--- src/rtl/pipeline_hazard_ctrl.sv ---
// Hazard/sequencing controller for a 5-stage MIPS pipeline with ID-stage branch resolution.
// Tracks destination info for EX/MEM/WB and produces stalls, flushes, forwarding selects and pc_src.
module pipeline_hazard_ctrl #(
    parameter int REG_W = 5,
    parameter int CNT_W = 16
) (
    input  logic             clock,
    input  logic             reset,
    input  logic             id_valid,
    input  logic [REG_W-1:0] id_rs,
    input  logic [REG_W-1:0] id_rt,
    input  logic             id_use_rs,
    input  logic             id_use_rt,
    input  logic             id_wr_en,
    input  logic [REG_W-1:0] id_wr_reg,
    input  logic             id_is_load,
    input  logic             id_is_branch,
    input  logic             id_is_jump,
    input  logic             id_br_cond,
    output logic             stall_f,
    output logic             stall_d,
    output logic             flush_d,
    output logic             flush_e,
    output logic [1:0]       pc_src,
    output logic             fwd_a_d,
    output logic             fwd_b_d,
    output logic [1:0]       fwd_a_e,
    output logic [1:0]       fwd_b_e,
    output logic [CNT_W-1:0] stall_cnt,
    output logic [CNT_W-1:0] flush_cnt
);

    typedef struct packed {
        logic             valid;
        logic             wr_en;
        logic             is_load;
        logic [REG_W-1:0] wr_reg;
    } dst_t;

    dst_t             ex_q,     ex_d;
    dst_t             mem_q;
    dst_t             wb_q;
    logic [REG_W-1:0] ex_rs_q,  ex_rs_d;
    logic [REG_W-1:0] ex_rt_q,  ex_rt_d;
    logic [CNT_W-1:0] stall_cnt_q, stall_cnt_d;
    logic [CNT_W-1:0] flush_cnt_q, flush_cnt_d;

    logic             stall;
    logic             flush;

    // Register 0 is hard-wired, so it never counts as a write target.
    function automatic logic writes(input dst_t s, input logic [REG_W-1:0] r);
        return s.valid && s.wr_en && (s.wr_reg == r) && (r != '0);
    endfunction

    // Per-operand hazard detection: index 0 is rs / operand A, index 1 is rt / operand B.
    logic [REG_W-1:0] id_src  [2];
    logic [REG_W-1:0] ex_src  [2];
    logic             id_use  [2];
    logic             lu_hit  [2];
    logic             br_hit  [2];
    logic             fwd_d   [2];
    logic [1:0]       fwd_e   [2];

    assign id_src[0] = id_rs;
    assign id_src[1] = id_rt;
    assign ex_src[0] = ex_rs_q;
    assign ex_src[1] = ex_rt_q;
    assign id_use[0] = id_use_rs;
    assign id_use[1] = id_use_rt;

    genvar gi;
    generate
        for (gi = 0; gi < 2; gi++) begin : g_op
            assign lu_hit[gi] = id_use[gi] && ex_q.is_load && writes(ex_q, id_src[gi]);
            assign br_hit[gi] = writes(ex_q, id_src[gi])
                              || (mem_q.is_load && writes(mem_q, id_src[gi]));
            assign fwd_d[gi]  = id_is_branch && !mem_q.is_load && writes(mem_q, id_src[gi]);
            assign fwd_e[gi]  = (!mem_q.is_load && writes(mem_q, ex_src[gi])) ? 2'b10 :
                                writes(wb_q, ex_src[gi])                       ? 2'b01 :
                                                                                 2'b00;
        end
    endgenerate

    always_comb begin
        stall = (id_valid && (lu_hit[0] || lu_hit[1]))
              || (id_is_branch && (br_hit[0] || br_hit[1]));
        flush = id_valid && !stall && (id_is_jump || (id_is_branch && id_br_cond));

        pc_src = 2'b00;
        if (id_valid && !stall) begin
            if (id_is_jump) begin
                pc_src = 2'b10;
            end else if (id_is_branch && id_br_cond) begin
                pc_src = 2'b01;
            end
        end
    end

    assign stall_f   = stall;
    assign stall_d   = stall;
    assign flush_e   = stall;
    assign flush_d   = flush;
    assign fwd_a_d   = fwd_d[0];
    assign fwd_b_d   = fwd_d[1];
    assign fwd_a_e   = fwd_e[0];
    assign fwd_b_e   = fwd_e[1];
    assign stall_cnt = stall_cnt_q;
    assign flush_cnt = flush_cnt_q;

    // A stalled or empty ID slot enters EX as an all-zero bubble.
    always_comb begin
        ex_d    = '0;
        ex_rs_d = '0;
        ex_rt_d = '0;
        if (id_valid && !stall) begin
            ex_d.valid   = 1'b1;
            ex_d.wr_en   = id_wr_en;
            ex_d.is_load = id_is_load;
            ex_d.wr_reg  = id_wr_reg;
            ex_rs_d      = id_rs;
            ex_rt_d      = id_rt;
        end
    end

    always_comb begin
        stall_cnt_d = stall_cnt_q;
        flush_cnt_d = flush_cnt_q;
        if (stall && !(&stall_cnt_q)) begin
            stall_cnt_d = stall_cnt_q + 1'b1;
        end
        if (flush && !(&flush_cnt_q)) begin
            flush_cnt_d = flush_cnt_q + 1'b1;
        end
    end

    always_ff @(posedge clock) begin
        if (reset) begin
            ex_q        <= '0;
            mem_q       <= '0;
            wb_q        <= '0;
            ex_rs_q     <= '0;
            ex_rt_q     <= '0;
            stall_cnt_q <= '0;
            flush_cnt_q <= '0;
        end else begin
            ex_q        <= ex_d;
            mem_q       <= ex_q;
            wb_q        <= mem_q;
            ex_rs_q     <= ex_rs_d;
            ex_rt_q     <= ex_rt_d;
            stall_cnt_q <= stall_cnt_d;
            flush_cnt_q <= flush_cnt_d;
        end
    end

endmodule

--- config.mk ---
export PLATFORM = sky130hd
export DESIGN_NAME = pipeline_hazard_ctrl
export DESIGN_NICKNAME = d
export VERILOG_FILES = /design/src/rtl/pipeline_hazard_ctrl.sv
export SDC_FILE = /design/constraint.sdc
export NUM_CORES = 1
export LEC_CHECK = 0
export ABC_AREA = 1
export CORE_MARGIN = 8
export CORE_UTILIZATION = 53
export DETAILED_ROUTE_END_ITERATION = 7
export PLACE_DENSITY = 0.81
export SETUP_SLACK_MARGIN = 0.1
export SLEW_MARGIN = 5
export SYNTH_ARGS = -nofsm -noshare
export SYNTH_HDL_FRONTEND = slang
export SYNTH_SLANG_ARGS = --single-unit
--- constraint.sdc ---
create_clock -name clock -period 2.3 [get_ports clock]
set_input_delay 0.46 -clock clock [delete_from_list [all_inputs] [get_ports clock]]
set_output_delay 0.46 -clock clock [all_outputs]
set_load 0.005 [all_outputs]
==> impl_metrics.env, run 1 <==
export IMPL_status="finished with violations"
export IMPL_violations="setup timing"
export IMPL_grt_pass1_wl_microns=17200
export IMPL_first_iter_violations=104
export IMPL_antenna_cells=0
export IMPL_p_comb_share_pct=14.1
export IMPL_layout_setup_ws_ps=-8.25
export IMPL_hold_viol=0
export IMPL_rows=30
export IMPL_drc=0
export IMPL_ioPinCount=69
export IMPL_drt_vias_per_instance=5.15
export IMPL_start_kind="flop"
export IMPL_path_cells="inv_2 > nand2_2 > nand2_1 > inv_1 > nand2_1 > nor2_2 > nand2_2 > nand2_1 > nand2_1 > nand2_2 > nand2_4 > buf_12 > nand2_8 > buf_6 > buf_6"
export IMPL_seq_power_share_pct=49.6
export IMPL_synth_top_family_by_area="simple AND/OR/NAND/NOR gates"
export IMPL_cpPeakStageDelay_ps=380
export IMPL_wl_per_cell_microns=14.2
export IMPL_start_util_pct=54.4
export IMPL_synth_area_sq_um=3670
export IMPL_grt_overflow_total=0
export IMPL_cp_max_fo=5
export IMPL_fillers=520
export IMPL_place_gp_congestion=0.962
export IMPL_cap_violations=0
export IMPL_cts_buffers=9
export IMPL_rsz0062_at_grt="yes"
export IMPL_fin_crit_sh_pct=100
export IMPL_power_density_nw_per_um2=481
export IMPL_maxSlewViolCount=0
export IMPL_min_period_ps=2310
export IMPL_fin_skew_ps=9.76
export IMPL_critical_path_buf_inv_count=5
export IMPL_synthesis_nets=568
export IMPL_clkLatencyLatePin_ps=340
export IMPL_numPlacedInstances=705
export IMPL_p_switching_uw=640
export IMPL_cp_required_ps=1840
export IMPL_switching_share_pct=26.6
export IMPL_fp_dieW_microns=99.2
export IMPL_antenna_found_initial=0
export IMPL_cpLargestDelayFamily="simple AND/OR/NAND/NOR gates"
export IMPL_finalSetupViolCount=1
export IMPL_io_buffers=68
export IMPL_synthSimpleGateAreaFrac_pct=40.1
export IMPL_ys_seq_area_share_pct=35.4
export IMPL_die_height_microns=99.2
export IMPL_critical_path_class="reg -> out"
export IMPL_synthMuxAreaShare_pct=0
export IMPL_grt_max_degree=21
export IMPL_internal_power_uw=1760
export IMPL_synth_seq_cells=65
export IMPL_grt_use_total_pct=21.4
export IMPL_avgSynthCellArea_sq_um=6.79
export IMPL_worstSetupEndpointType="output pin"
export IMPL_hold_class="in -> reg"
export IMPL_power_total_uw=2400
export IMPL_core_region_area_sq_um=6760
export IMPL_antenna_left=0
export IMPL_synth_cell_types=40
export IMPL_h_tree_depth=3
export IMPL_tightestPinTransition_ps=464
export IMPL_slew_headroom_pct=68.9
export IMPL_final_common_cell="nand2_1"
export IMPL_pwr_share_clk_pct=36.3
export IMPL_drtPass1Iterations=4
export IMPL_clock_tree_root_cell="clkbuf_8"
export IMPL_final_cells=738
export IMPL_die_area_sq_um=9850
export IMPL_cp_common_cell="nand2_1"
export IMPL_netlist_instances=541
export IMPL_drive_gt1_share_pct=26.4
export IMPL_fmax_mhz=433
export IMPL_crit_slowest_cell="dfxtp_4"
export IMPL_vias=3800
export IMPL_grt_pass1_vias=3960
export IMPL_area_growth_pct=36.0
export IMPL_arrival_ps=1850
export IMPL_nets=680
export IMPL_yosysWarnings=0
export IMPL_synth_xor_area_share_pct=6.44
export IMPL_synth_compound_area_share_pct=6.61
export IMPL_dp_hpwl_microns=7600
export IMPL_clk_path_buf_depth=2
export IMPL_synth_fa_ha_area_share_pct=0.681
export IMPL_ir_worst_vdd_v=0.000325
export IMPL_final_cell_mix="135 x nand2_1, 86 x nor2_1, 58 x inv_1, 52 x dfxtp_1, 46 x clkdlybuf4s50_1"
export IMPL_clkTransAtPathRegs_ps=70
export IMPL_cts_sinks=65
export IMPL_holdWs_ps=409
export IMPL_cts_hold_buf=0
export IMPL_leakagePower_uw=0.00214
export IMPL_cts_tree="built"
export IMPL_routed_wl_microns=10500
## cell families after synthesis
logic type,count (synthesis)
compound gates,41
xor+xnor,27
fa+ha+maj,2
buf+inv,90
flops,65
simple gates,316
## registers in the layout (all words and copies together) (netlist names)
| signal | count |
|---|---|
| ex_q | 8 |
| ex_rt_q | 5 |
| ex_rs_q | 5 |
| wb_q | 7 |
| mem_q | 8 |
| flush_cnt | 16 |
| stall_cnt | 16 |
## power groups by stage
stage               clock [uW]  combinational, uW  sequential, uW
floorplan                    0                165            1210
global placement             0                302            1210
detailed placement           0                310            1220
CTS                        879                325            1190
global route               934                371            1200
finish                     873                338            1190
## Yosys cell counts
| master | count | area [sq um] |
|---|---|---|
| nand3b_1 | 1 | 7.51 |
| ha_1 | 2 | 25.0 |
| nand4_4 | 1 | 21.3 |
| clkbuf_1 | 2 | 7.51 |
| nor3_2 | 5 | 50.1 |
| nand3_2 | 1 | 10.0 |
| nand2_1 | 141 | 529 |
| nor2_1 | 92 | 345 |
| xnor2_1 | 11 | 96.3 |
| inv_2 | 13 | 48.8 |
| o21ai_0 | 8 | 40.0 |
| nand3_1 | 25 | 125 |
| o22ai_1 | 4 | 25.0 |
| buf_6 | 5 | 56.3 |
| nor2_4 | 5 | 56.3 |
| nor2_2 | 15 | 93.8 |
| o221a_2 | 1 | 11.3 |
| xor2_1 | 16 | 140 |
| inv_1 | 63 | 236 |
| nor4_1 | 7 | 43.8 |
| a2111oi_0 | 1 | 8.76 |
| clkinv_4 | 1 | 8.76 |
| o21ai_1 | 1 | 5.00 |
| nand2_8 | 2 | 40.0 |
| and3_1 | 1 | 6.26 |
| buf_4 | 3 | 22.5 |
| nand2_4 | 2 | 22.5 |
| nor3b_1 | 2 | 15.0 |
| a21oi_2 | 2 | 17.5 |
| nor3_1 | 8 | 40.0 |
| nand3_4 | 1 | 17.5 |
| dfxtp_1 | 65 | 1300 |
| nand4_1 | 5 | 31.3 |
| buf_1 | 2 | 7.51 |
| o21bai_1 | 3 | 22.5 |
| buf_2 | 1 | 5.00 |
| a21oi_1 | 19 | 95.1 |
| o2111ai_1 | 2 | 17.5 |
| nor4_2 | 1 | 12.5 |
| nand2_2 | 1 | 6.26 |
## path summary, 6_finish.rpt
kind | from | endpoint | slack (ps) | cells past startpoint
worst max-delay path | mem_q[1]$_SDFF_PP0_ | stall_f | -8 | 15
worst min-delay path | id_rs[4] | ex_rs_q[4]$_SDFF_PP0_ | 410 | 3
worst max register to register | mem_q[1]$_SDFF_PP0_ | stall_cnt[0]$_SDFFE_PP0P_ | 330 | 18
worst min register to register | ex_q[5]$_SDFF_PP0_ | mem_q[5]$_SDFF_PP0_ | 430 | 2
## routing by layer
metal	up-vias	part of all wire, %	track usage (%)
met3	34	5.0	5.38
met2	116	52	39.3
li1	1906	-	-
met4	0	3.5	13.9
met5	-	0	0
met1	1744	39	20.9
## per-stage QoR
step	area [sq um]	setup TNS [ps]	setup WS (ps)	utilization, %
after CTS	4920	-1.22	-1.22	72.8
after floorplan	3670	0	466	-
after detailed placement	4580	-9240	-634	67.9
after global placement	4580	-7550	-563	67.9
final	4990	-8.25	-8.25	73.9
after global routing	4990	-510	-148	73.9
## worst register-to-register path, delay by kind of cell (launching register included)
kind | cells | cell delay (ps)
simple gates | 11 | 780
flops | 1 | 370
compound gates | 2 | 210
buf+inv | 5 | 510
## cell type report
type	instances	area (sq um)	area share, %
Clock buffer	13	159	3.18
Clock inverter	3	15.0	0.301
Inverter	77	299	5.99
Multi-Input combinational cell	386	2100	42.0
Sequential cell	65	1330	26.5
Tap cell	80	100	2.00
Timing Repair Buffer	114	997	20.0
## what timing repair did
action	4_1_cts	5_1_grt
pin swaps	24	19
resized for setup	119	17
setup endpoints to repair	12	11
buffers inserted	13	4
Power figures use the tool's default switching activity.
==> inputs of run 2 (changes only) <==
--- a/config.mk
+++ b/config.mk
@@ -7,9 +7,9 @@
 export LEC_CHECK = 0
 export ABC_AREA = 1
 export CORE_MARGIN = 8
-export CORE_UTILIZATION = 53
+export CORE_UTILIZATION = 47
 export DETAILED_ROUTE_END_ITERATION = 7
-export PLACE_DENSITY = 0.81
+export PLACE_DENSITY = 0.76
 export SETUP_SLACK_MARGIN = 0.1
 export SLEW_MARGIN = 5
 export SYNTH_ARGS = -nofsm -noshare
==> constraint.sdc (replaced) <==
create_clock -name clock -period 2.1 [get_ports clock]
set_input_delay 0.42 -clock clock [delete_from_list [all_inputs] [get_ports clock]]
set_output_delay 0.42 -clock clock [all_outputs]
set_load 0.005 [all_outputs]
==> run 2 against run 1 <==
The flow still finishes with violations (setup timing). Clock power up 33%. Core utilization down 4.9 points. Clock-buffer cell count down 3. Sequential power up 10%. Sequential share of layout area down 1.3 points. First-iteration DRC count up 46%. Highest routed layer unchanged. Sequential cell count unchanged. Power up 19%. Via count up 2.7%. Critical path depth down 2. Register-to-register slack worse by 170 ps.
==> impl_metrics.env, run 2 (synthesis results as in run 1) <==
export IMPL_status="finished with violations"
export IMPL_violations="setup timing"
export IMPL_rows=32
export IMPL_final_cell_mix="129 x nand2_1, 80 x nor2_1, 56 x inv_1, 50 x buf_4, 48 x dfxtp_1"
export IMPL_final_setup_tns_ps=-305
export IMPL_final_cells=773
export IMPL_cp_required_ps=1680
export IMPL_vias=3903
export IMPL_hold_viol=0
export IMPL_h_tree_depth=3
export IMPL_grt_use_total_pct=18.6
export IMPL_nets=694
export IMPL_arrival_ps=1770
export IMPL_min_period_ps=2190
export IMPL_fmax_mhz=456
export IMPL_antenna_cells=0
export IMPL_worstSetupEndpointType="output pin"
export IMPL_path_cells="clkdlybuf4s15_2 > buf_4 > nand2_1 > nand2_1 > nor2_2 > nand3_1 > nor2_2 > nor2_2 > nand2_2 > nand2_4 > nand3_4 > nor2_4 > buf_2"
export IMPL_grt_pass1_wl_microns=17000
export IMPL_cts_hold_buf=0
export IMPL_wl_met1_microns=4510
export IMPL_ir_worst_vdd_v=0.000349
export IMPL_area_growth_pct=43.8
export IMPL_wl_met3_microns=528
export IMPL_ioPinCount=69
export IMPL_cp_common_cell="nor2_2"
export IMPL_place_gp_congestion=0.924
export IMPL_dp_worst_setup_slack_ps=-723
export IMPL_power_total_uw=2870
export IMPL_slew_headroom_pct=72.5
export IMPL_power_density_nw_per_um2=543
export IMPL_tightestPinTransition_ps=410
export IMPL_cp_max_fo=4
export IMPL_hold_class="in -> reg"
export IMPL_maxSlewViolCount=0
export IMPL_cpLargestDelayFamily="simple AND/OR/NAND/NOR gates"
export IMPL_fin_crit_sh_pct=104
export IMPL_fin_skew_ps=9.87
export IMPL_dp_hpwl_microns=7630
export IMPL_die_height_microns=104
export IMPL_clkLatencyLatePin_ps=350
export IMPL_cts_sinks=65
export IMPL_antenna_found_initial=0
export IMPL_grt_pass1_vias=3792
export IMPL_dr_wl_met2_microns=5430
export IMPL_cap_violations=0
export IMPL_die_area_sq_um=10900
export IMPL_drtPass1Iterations=4
export IMPL_final_common_cell="nand2_1"
export IMPL_cts_tree="built"
export IMPL_routed_wl_microns=10700
export IMPL_crit_slowest_cell="clkdlybuf4s15_2"
export IMPL_start_kind="input port"
export IMPL_top_layer="met4"
export IMPL_io_buffers=68
export IMPL_layout_setup_ws_ps=-93.6
export IMPL_cpPeakStageDelay_ps=220
export IMPL_start_util_pct=48.0
export IMPL_clock_tree_root_cell="clkbuf_8"
export IMPL_drt_vias_per_instance=5.05
export IMPL_cts_buffers=9
export IMPL_numPlacedInstances=739
export IMPL_critical_path_class="in -> out"
export IMPL_first_iter_violations=152
export IMPL_core_region_area_sq_um=7650
export IMPL_grt_overflow_total=0
export IMPL_critical_path_buf_inv_count=3
export IMPL_leakagePower_uw=0.00222
export IMPL_finalSetupViolCount=7
export IMPL_rsz0062_at_grt="yes"
export IMPL_grt_max_degree=21
export IMPL_fp_dieW_microns=104
export IMPL_antenna_left=0
export IMPL_clkTransAtPathRegs_ps=70
export IMPL_drc=0
export IMPL_clk_path_buf_depth=2
export IMPL_wl_per_cell_microns=13.8
export IMPL_drive_gt1_share_pct=31.3
## run 2: what timing repair did
action	in CTS	in global routing
endpoints found under the setup margin	45	28
cloned	0	1
pin swaps	30	35
buffers inserted	6	14
gates resized for setup	94	77
## run 2: worst min-delay path, stage by stage
cell      delay, ps
clkbuf_2        130
inv_2            80
nor2_1           50
## run 2: path summary, 6_finish.rpt
| check | start | endpoint | slack [ps] | cells after the start |
|---|---|---|---|---|
| hold reg to reg | ex_q[7]$_SDFF_PP0_ | mem_q[7]$_SDFF_PP0_ | 430 | 2 |
| setup reg to reg | mem_q[6]$_SDFF_PP0_ | flush_cnt[11]$_SDFFE_PP0P_ | 160 | 17 |
| hold / removal | id_rs[4] | ex_rs_q[4]$_SDFF_PP0_ | 390 | 3 |
| setup / recovery | id_rt[0] | flush_d | -90 | 13 |
## run 2: layer usage
| layer | GRT usage [%] | vias to the layer above |
|---|---|---|
| li1 | - | 1943 |
| met1 | 20.2 | 1824 |
| met2 | 34.0 | 118 |
| met3 | 4.09 | 18 |
| met4 | 7.96 | 0 |
| met5 | 0 | - |
## run 2: report_power, final
group | leakage (uW) | internal, uW | switching [uW]
Sequential | 0.000537 | 1270 | 41.0
Clock | 0.000102 | 662 | 498
Combinational | 0.00158 | 197 | 204
## run 2: per-stage QoR
stage	area, sq um	utilization, %	hold WS (ps)
3_3_place_gp	4700	61.5	409
3_5_place_dp	4700	61.5	409
6_report	5280	69.0	388
2_1_floorplan	3670	-	403
4_1_cts	5000	65.3	423
5_1_grt	5280	69.0	408
## run 2: area by class of cell
cell class | count | area [sq um]
fill | 625 | 2370
multi-input combinational | 387 | 2210
sequential | 65 | 1330
timing repair buffer | 127 | 1110
inverter | 77 | 297
clock buffer | 10 | 128
tap | 102 | 128
clock inverter | 5 | 81.3
==> inputs of run 3 (changes only) <==
--- a/config.mk
+++ b/config.mk
@@ -11,6 +11,7 @@
 export DETAILED_ROUTE_END_ITERATION = 7
 export PLACE_DENSITY = 0.76
 export SETUP_SLACK_MARGIN = 0.1
+export SKIP_LAST_GASP = 1
 export SLEW_MARGIN = 5
 export SYNTH_ARGS = -nofsm -noshare
 export SYNTH_HDL_FRONTEND = slang
==> run 3 against run 2 <==
Global-route usage stayed put. Non-clock buffer count stayed put. The flow still finishes with violations (setup timing). Sequential share of layout area is 0.12 points higher. Fmax is 0.15% lower. Critical path depth stayed put. Sequential power hardly changed. Power is 0.51% lower. Clock power hardly changed. Via count is 1.8% lower. Worst setup slack worse by 3.3 ps. Final area is 0.95% lower.
==> impl_metrics.env, run 3 (synthesis results as in run 1) <==
export IMPL_pwr_share_clk_pct=40.4
export IMPL_clk_path_buf_depth=2
export IMPL_hold_class="in -> reg"
export IMPL_critical_path_class="in -> out"
export IMPL_cts_tree="built"
export IMPL_final_common_cell="nand2_1"
export IMPL_cts_sinks=65
export IMPL_vias=3834
export IMPL_start_kind="input port"
export IMPL_area_growth_pct=42.4
export IMPL_p_comb_share_pct=13.9
export IMPL_violations="setup timing"
export IMPL_drc=0
export IMPL_tightestPinTransition_ps=406
export IMPL_die_area_sq_um=10900
export IMPL_cap_violations=0
export IMPL_cp_max_fo=4
export IMPL_switching_share_pct=25.6
export IMPL_antenna_cells=0
export IMPL_clock_tree_root_cell="clkbuf_8"
export IMPL_grt_pass1_vias=3792
export IMPL_fp_dieW_microns=104
export IMPL_worstSetupEndpointType="output pin"
export IMPL_seq_power_share_pct=45.8
export IMPL_fin_skew_ps=9.08
export IMPL_ioPinCount=69
export IMPL_finalSetupViolCount=7
export IMPL_fmax_mhz=455
export IMPL_grt_max_degree=21
export IMPL_cts_buffers=9
export IMPL_status="finished with violations"
export IMPL_min_period_ps=2200
export IMPL_fin_crit_sh_pct=105
export IMPL_final_cells=773
export IMPL_placed_area_sq_um=4700
export IMPL_first_iter_violations=152
export IMPL_drt_vias_per_instance=4.96
export IMPL_io_buffers=68
export IMPL_hold_viol=0
export IMPL_grt_overflow_total=0
export IMPL_drive_gt1_share_pct=30.3
export IMPL_layout_setup_ws_ps=-96.8
export IMPL_grt_use_total_pct=18.6
export IMPL_rows=32
export IMPL_ir_worst_vdd_v=0.000333
export IMPL_routed_wl_microns=10500
export IMPL_fillers=632
export IMPL_clkLatencyLatePin_ps=340
export IMPL_nets=694
export IMPL_dp_hpwl_microns=7630
export IMPL_wl_per_cell_microns=13.6
export IMPL_final_cell_mix="131 x nand2_1, 83 x nor2_1, 56 x inv_1, 50 x buf_4, 49 x dfxtp_1"
export IMPL_rsz0062_at_grt="yes"
export IMPL_antenna_found_initial=0
export IMPL_h_tree_depth=3
export IMPL_p_switching_uw=730
export IMPL_leakagePower_uw=0.00222
export IMPL_internal_power_uw=2120
export IMPL_cts_hold_buf=0
export IMPL_die_height_microns=104
export IMPL_grt_pass1_wl_microns=17000
export IMPL_place_gp_congestion=0.924
export IMPL_slew_headroom_pct=72.8
export IMPL_drtPass1Iterations=4
export IMPL_numPlacedInstances=739
export IMPL_clkTransAtPathRegs_ps=70
export IMPL_arrival_ps=1780
export IMPL_start_util_pct=48.0
export IMPL_maxSlewViolCount=0
export IMPL_postLayoutCellArea_sq_um=5230
export IMPL_power_density_nw_per_um2=546
export IMPL_cp_required_ps=1680
export IMPL_core_region_area_sq_um=7650
export IMPL_antenna_left=0
-- run 3: path summary, 6_finish.rpt --
path                            start                         to  slack (ps)  depth (start not counted)
setup reg to reg  mem_q[6]$_SDFF_PP0_  stall_cnt[4]$_SDFFE_PP0P_         180                         16
hold reg to reg    ex_q[7]$_SDFF_PP0_        mem_q[7]$_SDFF_PP0_         430                          2
setup / recovery             id_rt[0]                    flush_d        -100                         13
hold / removal               id_rs[4]      ex_rs_q[4]$_SDFF_PP0_         390                          3
-- run 3: metal layers --
metal / global-route usage [%] / vias to the layer above / wire length (microns) / part of all wire [%]
met5: 0 / - / 0 / 0
met2: 34.0 / 101 / 5330 / 51
li1: - / 1938 / - / -
met3: 4.09 / 17 / 448 / 4.3
met4: 7.96 / 0 / 237 / 2.3
met1: 20.2 / 1778 / 4470 / 43
-- run 3: per-stage QoR --
stage | TNS (ps) | hold WS [ps] | utilization [%] | worst slack [ps] | total power (uW)
final | -318 | 387 | 68.4 | -96.8 | 2850
after global routing | -1260 | 408 | 68.4 | -205 | 2980
after CTS | -456 | 423 | 65.3 | -94.0 | 2830
after detailed placement | -18780 | 409 | 61.5 | -723 | 1680
after global placement | -16640 | 409 | 61.5 | -712 | 1680
after floorplan | 0 | 403 | - | 346 | 1500
-- run 3: power by group through the flow --
| stage | clock network, uW | registers [uW] | logic (uW) |
|---|---|---|---|
| 2_1_floorplan | 0 | 1320 | 180 |
| 3_3_place_gp | 0 | 1330 | 349 |
| 3_5_place_dp | 0 | 1330 | 353 |
| 4_1_cts | 1170 | 1300 | 360 |
| 5_1_grt | 1230 | 1310 | 436 |
| 6_report | 1150 | 1310 | 395 |
-- run 3: layout make-up --
| type | instances | area, sq um | share of cell area, % |
|---|---|---|---|
| multi-input combinational | 387 | 2160 | 41.3 |
| sequential | 65 | 1330 | 25.4 |
| timing repair buffer | 127 | 1110 | 21.2 |
| inverter | 77 | 297 | 5.67 |
| clock buffer | 10 | 128 | 2.44 |
| tap | 102 | 128 | 2.44 |
| clock inverter | 5 | 81.3 | 1.56 |
-- run 3: worst max-delay path, cell delays in order --
cell and delay [ps]:
clkdlybuf4s15_2 220, buf_4 150, nand2_1 60, nand2_1 60, nor2_2 120, nand3_1 90, nor2_2 130, nor2_2 60
nand2_2 80, nand2_4 90, nand3_4 110, nor2_4 50, buf_2 130
-- run 3: repair_timing --
action / CTS / global route
pin swaps: 30 / 34
endpoints found under the setup margin: 45 / 28
gates cloned: 0 / 1
gates resized for setup: 94 / 60
buffers inserted: 6 / 14
==> RTL edit 1, RTL diff (settings of run 1) <==
`REG_W`: 5 -> 10.
--- a/src/rtl/pipeline_hazard_ctrl.sv
+++ b/src/rtl/pipeline_hazard_ctrl.sv
@@ -1,7 +1,7 @@
 // Hazard/sequencing controller for a 5-stage MIPS pipeline with ID-stage branch resolution.
 // Tracks destination info for EX/MEM/WB and produces stalls, flushes, forwarding selects and pc_src.
 module pipeline_hazard_ctrl #(
-    parameter int REG_W = 5,
+    parameter int REG_W = 10,
     parameter int CNT_W = 16
 ) (
     input  logic             clock,
Ports: changed (resized id_rs, id_rt and id_wr_reg); port bits go from 69 to 84. The function was not compared with the original's and may differ.
==> RTL edit 1 against run 1 <==
- the run still ends with negative setup slack left
- largest cell class unchanged
- critical path depth increased by 1
- design area increased by 58%
- power increased by 45%
- combinational power increased by 110%
- synthesized area increased by 37%
- wire length increased by 110%
- sequential cell count increased by 25
- critical endpoint is now flush_d
- setup slack got worse by 0.47 ns
==> RTL edit 1: results (changes against run 1) <==
STA
  – Slew at the pin closest to its max-slew limit: 0.473 ns (was 0.464 ns)
  – Count of final setup violators: 74 (was 1)
  – Final critical-path setup slack: -0.482 ns (was -0.00825 ns)
  – Setup Total Neg Slack: -14.04 ns (was -0.00825 ns)

Placed design
  – Standard cell area after detailed placement: 6670 um2 (was 4580 um2)
  – Placement Setup Slack: -1.02 ns (was -0.634 ns)
  – Placed wire-length estimate after detailed placement: 13500 um (was 7600 um)
  – Port bufs: 83 (was 68)

Drt
  – Wirelength, routed: 21500 um (was 10500 um)
  – Total number of vias: 6753 (was 3800)
  – Detailed router's first-iteration violation count: 957 (was 104)

Synthesis
  – Top post-synthesis cells by count: sky130_fd_sc_hd__nand2_1, sky130_fd_sc_hd__nor2_1, sky130_fd_sc_hd__inv_1, sky130_fd_sc_hd__dfxtp_1, sky130_fd_sc_hd__nand3_1 (was sky130_fd_sc_hd__nand2_1, sky130_fd_sc_hd__nor2_1, sky130_fd_sc_hd__dfxtp_1, sky130_fd_sc_hd__inv_1, sky130_fd_sc_hd__nand3_1)
  – Cells taking the most area after synthesis: sky130_fd_sc_hd__dfxtp_1, sky130_fd_sc_hd__nand2_1, sky130_fd_sc_hd__nor2_1 (unchanged)
  – Synth Instances: 830 (was 541)
  – Distinct cell type count of the synthesized netlist: 35 (was 40)
  – Syn Nets: 872 (was 568)
  – Post-synthesis sequential area ratio: 0.357 (was 0.354)

Setup path
  – Data arrival at the endpoint of the critical path: 2.32 ns (was 1.85 ns)
  – Startpoint of the most critical register-to-register path: mem_q[2]$_SDFF_PP0_ (was mem_q[1]$_SDFF_PP0_)
  – Worst Path Max Fanout: 4 (was 5)
  – CP max stage delay: 0.41 ns (was 0.38 ns)
  – Reg-to-reg slack, setup: -0.34 ns (was 0.33 ns)
  – Depth of the worst register-to-register path: 22 (was 18)

Min path
  – Worst min-delay path endpoint: wb_q[12]$_SDFF_PP0_ (was ex_rs_q[4]$_SDFF_PP0_)
  – Launch point of the worst hold path: mem_q[12]$_SDFF_PP0_ (was id_rs[4])

Outcome
  – Violations in the final reports: negative setup slack (unchanged)
  – Run status: complete, but fails checks (unchanged)

Global route
  – Global Route Usage Sum: 0.275 (was 0.214)
  – Global-route wire length before repair: 28600 um (was 17200 um)

Power
  – Combinational fraction of design power: 0.200 (was 0.141)
  – Sequential power: 0.00163 W (was 0.00119 W)
  – Static leakage power: 3.57 nW (was 2.14 nW)
  – Sw power: 0.00114 W (was 0.000640 W)
  – Max IR drop VDD: 0.000266 V (was 0.000325 V)

Finish
  – # nets final: 1083 (was 680)
  – Ratio of cells with drive above 1 in the final layout: 0.337 (was 0.264)
## RTL edit 1: cell type report
cell class | instances | area, um2
Inverter | 130 | 503
Clock inverter | 7 | 86.3
Sequential cell | 90 | 1850
Fill cell | 525 | 1340
Timing Repair inverter | 1 | 6.26
Tap cell | 129 | 161
Timing Repair Buffer | 213 | 1930
Clock buffer | 9 | 124
Multi-Input combinational cell | 596 | 3240
## RTL edit 1: repair_timing
action,in CTS,in global routing
cloned,0,2
hold buffers,0,0
resized for setup,171,179
endpoints found under the setup margin,76,75
pin swaps,32,65
buffers inserted,14,23
## RTL edit 1: worst max-delay path by stage
stage	start	end	cells past startpoint
after floorplan	id_rs[4]	flush_d	12
after CTS	mem_q[5]$_SDFF_PP0_	flush_d	16
after global placement	id_rt[7]	stall_d	14
final	mem_q[2]$_SDFF_PP0_	flush_d	16
after global routing	mem_q[2]$_SDFF_PP0_	flush_d	16
after detailed placement	id_rt[7]	stall_f	14
## RTL edit 1: per-stage QoR
step | power (W) | hold WS [ns]
2_1_floorplan | 0.00190 | 0.403
3_3_place_gp | 0.00217 | 0.413
4_1_cts | 0.00329 | 0.454
6_report | 0.00348 | 0.451
5_1_grt | 0.00356 | 0.460
3_5_place_dp | 0.00218 | 0.425
## RTL edit 1: cell families after synthesis
family,synth area share
flops,0.357
simple gates,0.428
xor+xnor,0.0278
compound gates,0.0688
fa+ha+maj,0.00496
buf+inv,0.113
## RTL edit 1: layer usage
layer | track usage | wire [um]
met4 | 0.152 | 1310
met3 | 0.0423 | 2150
met5 | 0 | 0
met1 | 0.333 | 8010
met2 | 0.457 | 10100
## RTL edit 1: worst max-delay path, delay by kind of cell (launching register included)
family	cells	cell delay, ns
buf+inv	4	0.44
flops	1	0.41
simple gates	12	1.07
==> RTL edit 2, RTL diff (flow settings as in run 1) <==
Without the edit above. Reset style: asynchronous (`reset`), changed in one clocked block.
--- a/src/rtl/pipeline_hazard_ctrl.sv
+++ b/src/rtl/pipeline_hazard_ctrl.sv
@@ -134,7 +134,7 @@
         end
     end
 
-    always_ff @(posedge clock) begin
+    always_ff @(posedge clock or posedge reset) begin
         if (reset) begin
             ex_q        <= '0;
             mem_q       <= '0;
Function: differs if reset is asserted again (counterexample within 4 cycles, from zero or initial values and one cycle with reset high); with reset held inactive, the same outputs for 10 cycles.
==> RTL edit 2 against run 1 <==
- the flow still finishes with violations (negative setup slack)
- critical path depth is 2 lower
- via count is 1.5% lower
- worst hold slack worse by 0.032 ns
- critical endpoint is now pc_src[1]
- sequential share of layout area is 4.7 points higher
- wire length is 3.0% higher
- count of clock-buffer cells in the layout is 1 lower
- clock skew is 0.0026 ns lower
- sequential cell count stayed put
- synthesized area is 4.3% higher
- setup slack worse by 0.12 ns
- design area is 4.6% higher
Power is not compared: it rests on default switching activity, and its combinational part moved more than twofold at a synthesized area within 25%.
==> RTL edit 2: results (changes against run 1) <==
Outcome
  – Run status: complete, but fails checks (unchanged)
  – Violations in the final reports: negative setup slack (unchanged)

Placed design
  – Placed wire-length estimate after detailed placement: 7260 um (was 7600 um)
  – Standard cell area after detailed placement: 4760 um2 (was 4580 um2)
  – Final weighted congestion of routability-driven global placement: 0.938 (was 0.962)

STA
  – Count of final setup violators: 8 (was 1)
  – Smallest hold slack: 0.377 ns (was 0.409 ns)
  – Slew at the pin closest to its max-slew limit: 0.485 ns (was 0.464 ns)
  – Largest clock skew in the final design: 0.00720 ns (was 0.00976 ns)
  – Final critical-path setup slack: -0.131 ns (was -0.00825 ns)

Synthesis
  – Syn Nets: 530 (was 568)
  – Proportion of synthesized flip-flops having asynchronous set or reset: 1.00 (was 0)
  – Dominant register cell in the synthesized netlist: sky130_fd_sc_hd__dfrtp_1 (was sky130_fd_sc_hd__dfxtp_1)
  – Distinct cell type count of the synthesized netlist: 36 (was 40)
  – Top post-synthesis cells by count: sky130_fd_sc_hd__nand2_1, sky130_fd_sc_hd__inv_1, sky130_fd_sc_hd__dfrtp_1, sky130_fd_sc_hd__nor2_1, sky130_fd_sc_hd__nand3_1 (was sky130_fd_sc_hd__nand2_1, sky130_fd_sc_hd__nor2_1, sky130_fd_sc_hd__dfxtp_1, sky130_fd_sc_hd__inv_1, sky130_fd_sc_hd__nand3_1)
  – Post-synthesis sequential area ratio: 0.425 (was 0.354)
  – Cells taking the most area after synthesis: sky130_fd_sc_hd__dfrtp_1, sky130_fd_sc_hd__nand2_1, sky130_fd_sc_hd__inv_1 (was sky130_fd_sc_hd__dfxtp_1, sky130_fd_sc_hd__nand2_1, sky130_fd_sc_hd__nor2_1)

Min path
  – Worst min-delay path endpoint: mem_q[6]$_DFF_PP0_ (was ex_rs_q[4]$_SDFF_PP0_)
  – Hold path cells: 0 (was 3)
  – Launch point of the worst hold path: ex_q[6]$_DFF_PP0_ (was id_rs[4])

Finish
  – FILL cells: 560 (was 520)
  – Ratio of cells with drive above 1 in the final layout: 0.231 (was 0.264)
  – # nets final: 638 (was 680)

Setup path
  – Startpoint of the most critical register-to-register path: ex_q[3]$_DFF_PP0_ (was mem_q[1]$_SDFF_PP0_)
  – CP max stage delay: 0.42 ns (was 0.38 ns)
  – Worst Path Max Fanout: 4 (was 5)
  – Reg-to-reg slack, setup: 0.14 ns (was 0.33 ns)
  – Depth of the worst register-to-register path: 15 (was 18)
  – R2R Path End: stall_cnt[12]$_DFFE_PP0P_ (was stall_cnt[0]$_SDFFE_PP0P_)

Global route
  – Global Route Usage Sum: 0.209 (was 0.214)
  – Vias in the first global route: 3655 (was 3960)

Drt
  – Via count normalized by instance count: 5.23 (was 5.15)
  – Detailed router's first-iteration violation count: 177 (was 104)
  – Wire length per cell after detailed routing: 15.1 um (was 14.2 um)
  – Length of the first detailed-routing pass in iterations: 5 (was 4)
## RTL edit 2: changes by cell type after synthesis, sizes merged, moves of 11 or more
cell,delta
a21oi,-16
dfrtp,+65
dfxtp,-65
inv,+11
nand3,+24
nor2,-54
o21bai,+13
## RTL edit 2: routing by layer
layer,track usage,vias up,wire length [um]
li1,-,1786,-
met1,0.227,1758,4020
met2,0.372,153,5660
met3,0.0407,45,642
met4,0.113,0,461
met5,0,-,0
## RTL edit 2: cell type report
cell class              count  area, um2  share of cell area
multi-input cells         339       1930               0.370
flip-flops and latches     65       1630               0.312
repair buffers            109        980               0.188
inverters                  87        327              0.0625
clock buffers              12        155              0.0297
well taps                  99        124              0.0237
clock inverters             4       75.1              0.0144
## RTL edit 2: kinds of logic after synthesis
kind of cell             count (synthesis)  synth area share
AND/OR/NAND/NOR                        271             0.327
buffers and inverters                   99             0.111
flip-flops                              65             0.425
AO/OA/AOI/OAI                           38            0.0660
adder cells (fa/ha/maj)                  2           0.00653
XOR/XNOR                                28            0.0640
## RTL edit 2: power by group
group	switching, W	total, W	internal, W
combinational	0.000407	0.000822	0.000415
clock	0.000452	0.00112	0.000670
sequential	0.000131	0.00140	0.00127
## RTL edit 2: per-stage QoR
step	power, W	worst slack (ns)	std cells	util
2_1_floorplan	0.00180	0.214	503	-
3_3_place_gp	0.00215	-0.637	686	0.667
3_5_place_dp	0.00219	-0.646	686	0.667
4_1_cts	0.00332	-0.0903	709	0.709
5_1_grt	0.00349	-0.276	715	0.732
6_report	0.00334	-0.131	715	0.732
## RTL edit 2: worst max path at each step
stage / cells past startpoint / slack (ns) / to / startpoint
3_3_place_gp: 11 / -0.64 / flush_e / id_rt[4]
6_report: 13 / -0.13 / pc_src[1] / ex_q[3]$_DFF_PP0_
2_1_floorplan: 1 / 0.21 / ex_q[0]$_DFF_PP0_ / reset
4_1_cts: 12 / -0.09 / flush_d / mem_q[4]$_DFF_PP0_
3_5_place_dp: 11 / -0.65 / stall_f / id_rt[4]
5_1_grt: 13 / -0.28 / pc_src[1] / ex_q[0]$_DFF_PP0_
## RTL edit 2: timing repair
action / CTS / global route
resized for setup: 68 / 56
buffers inserted: 16 / 6
pin swaps: 14 / 22
cloned: 0 / 0
setup endpoints to repair: 23 / 15
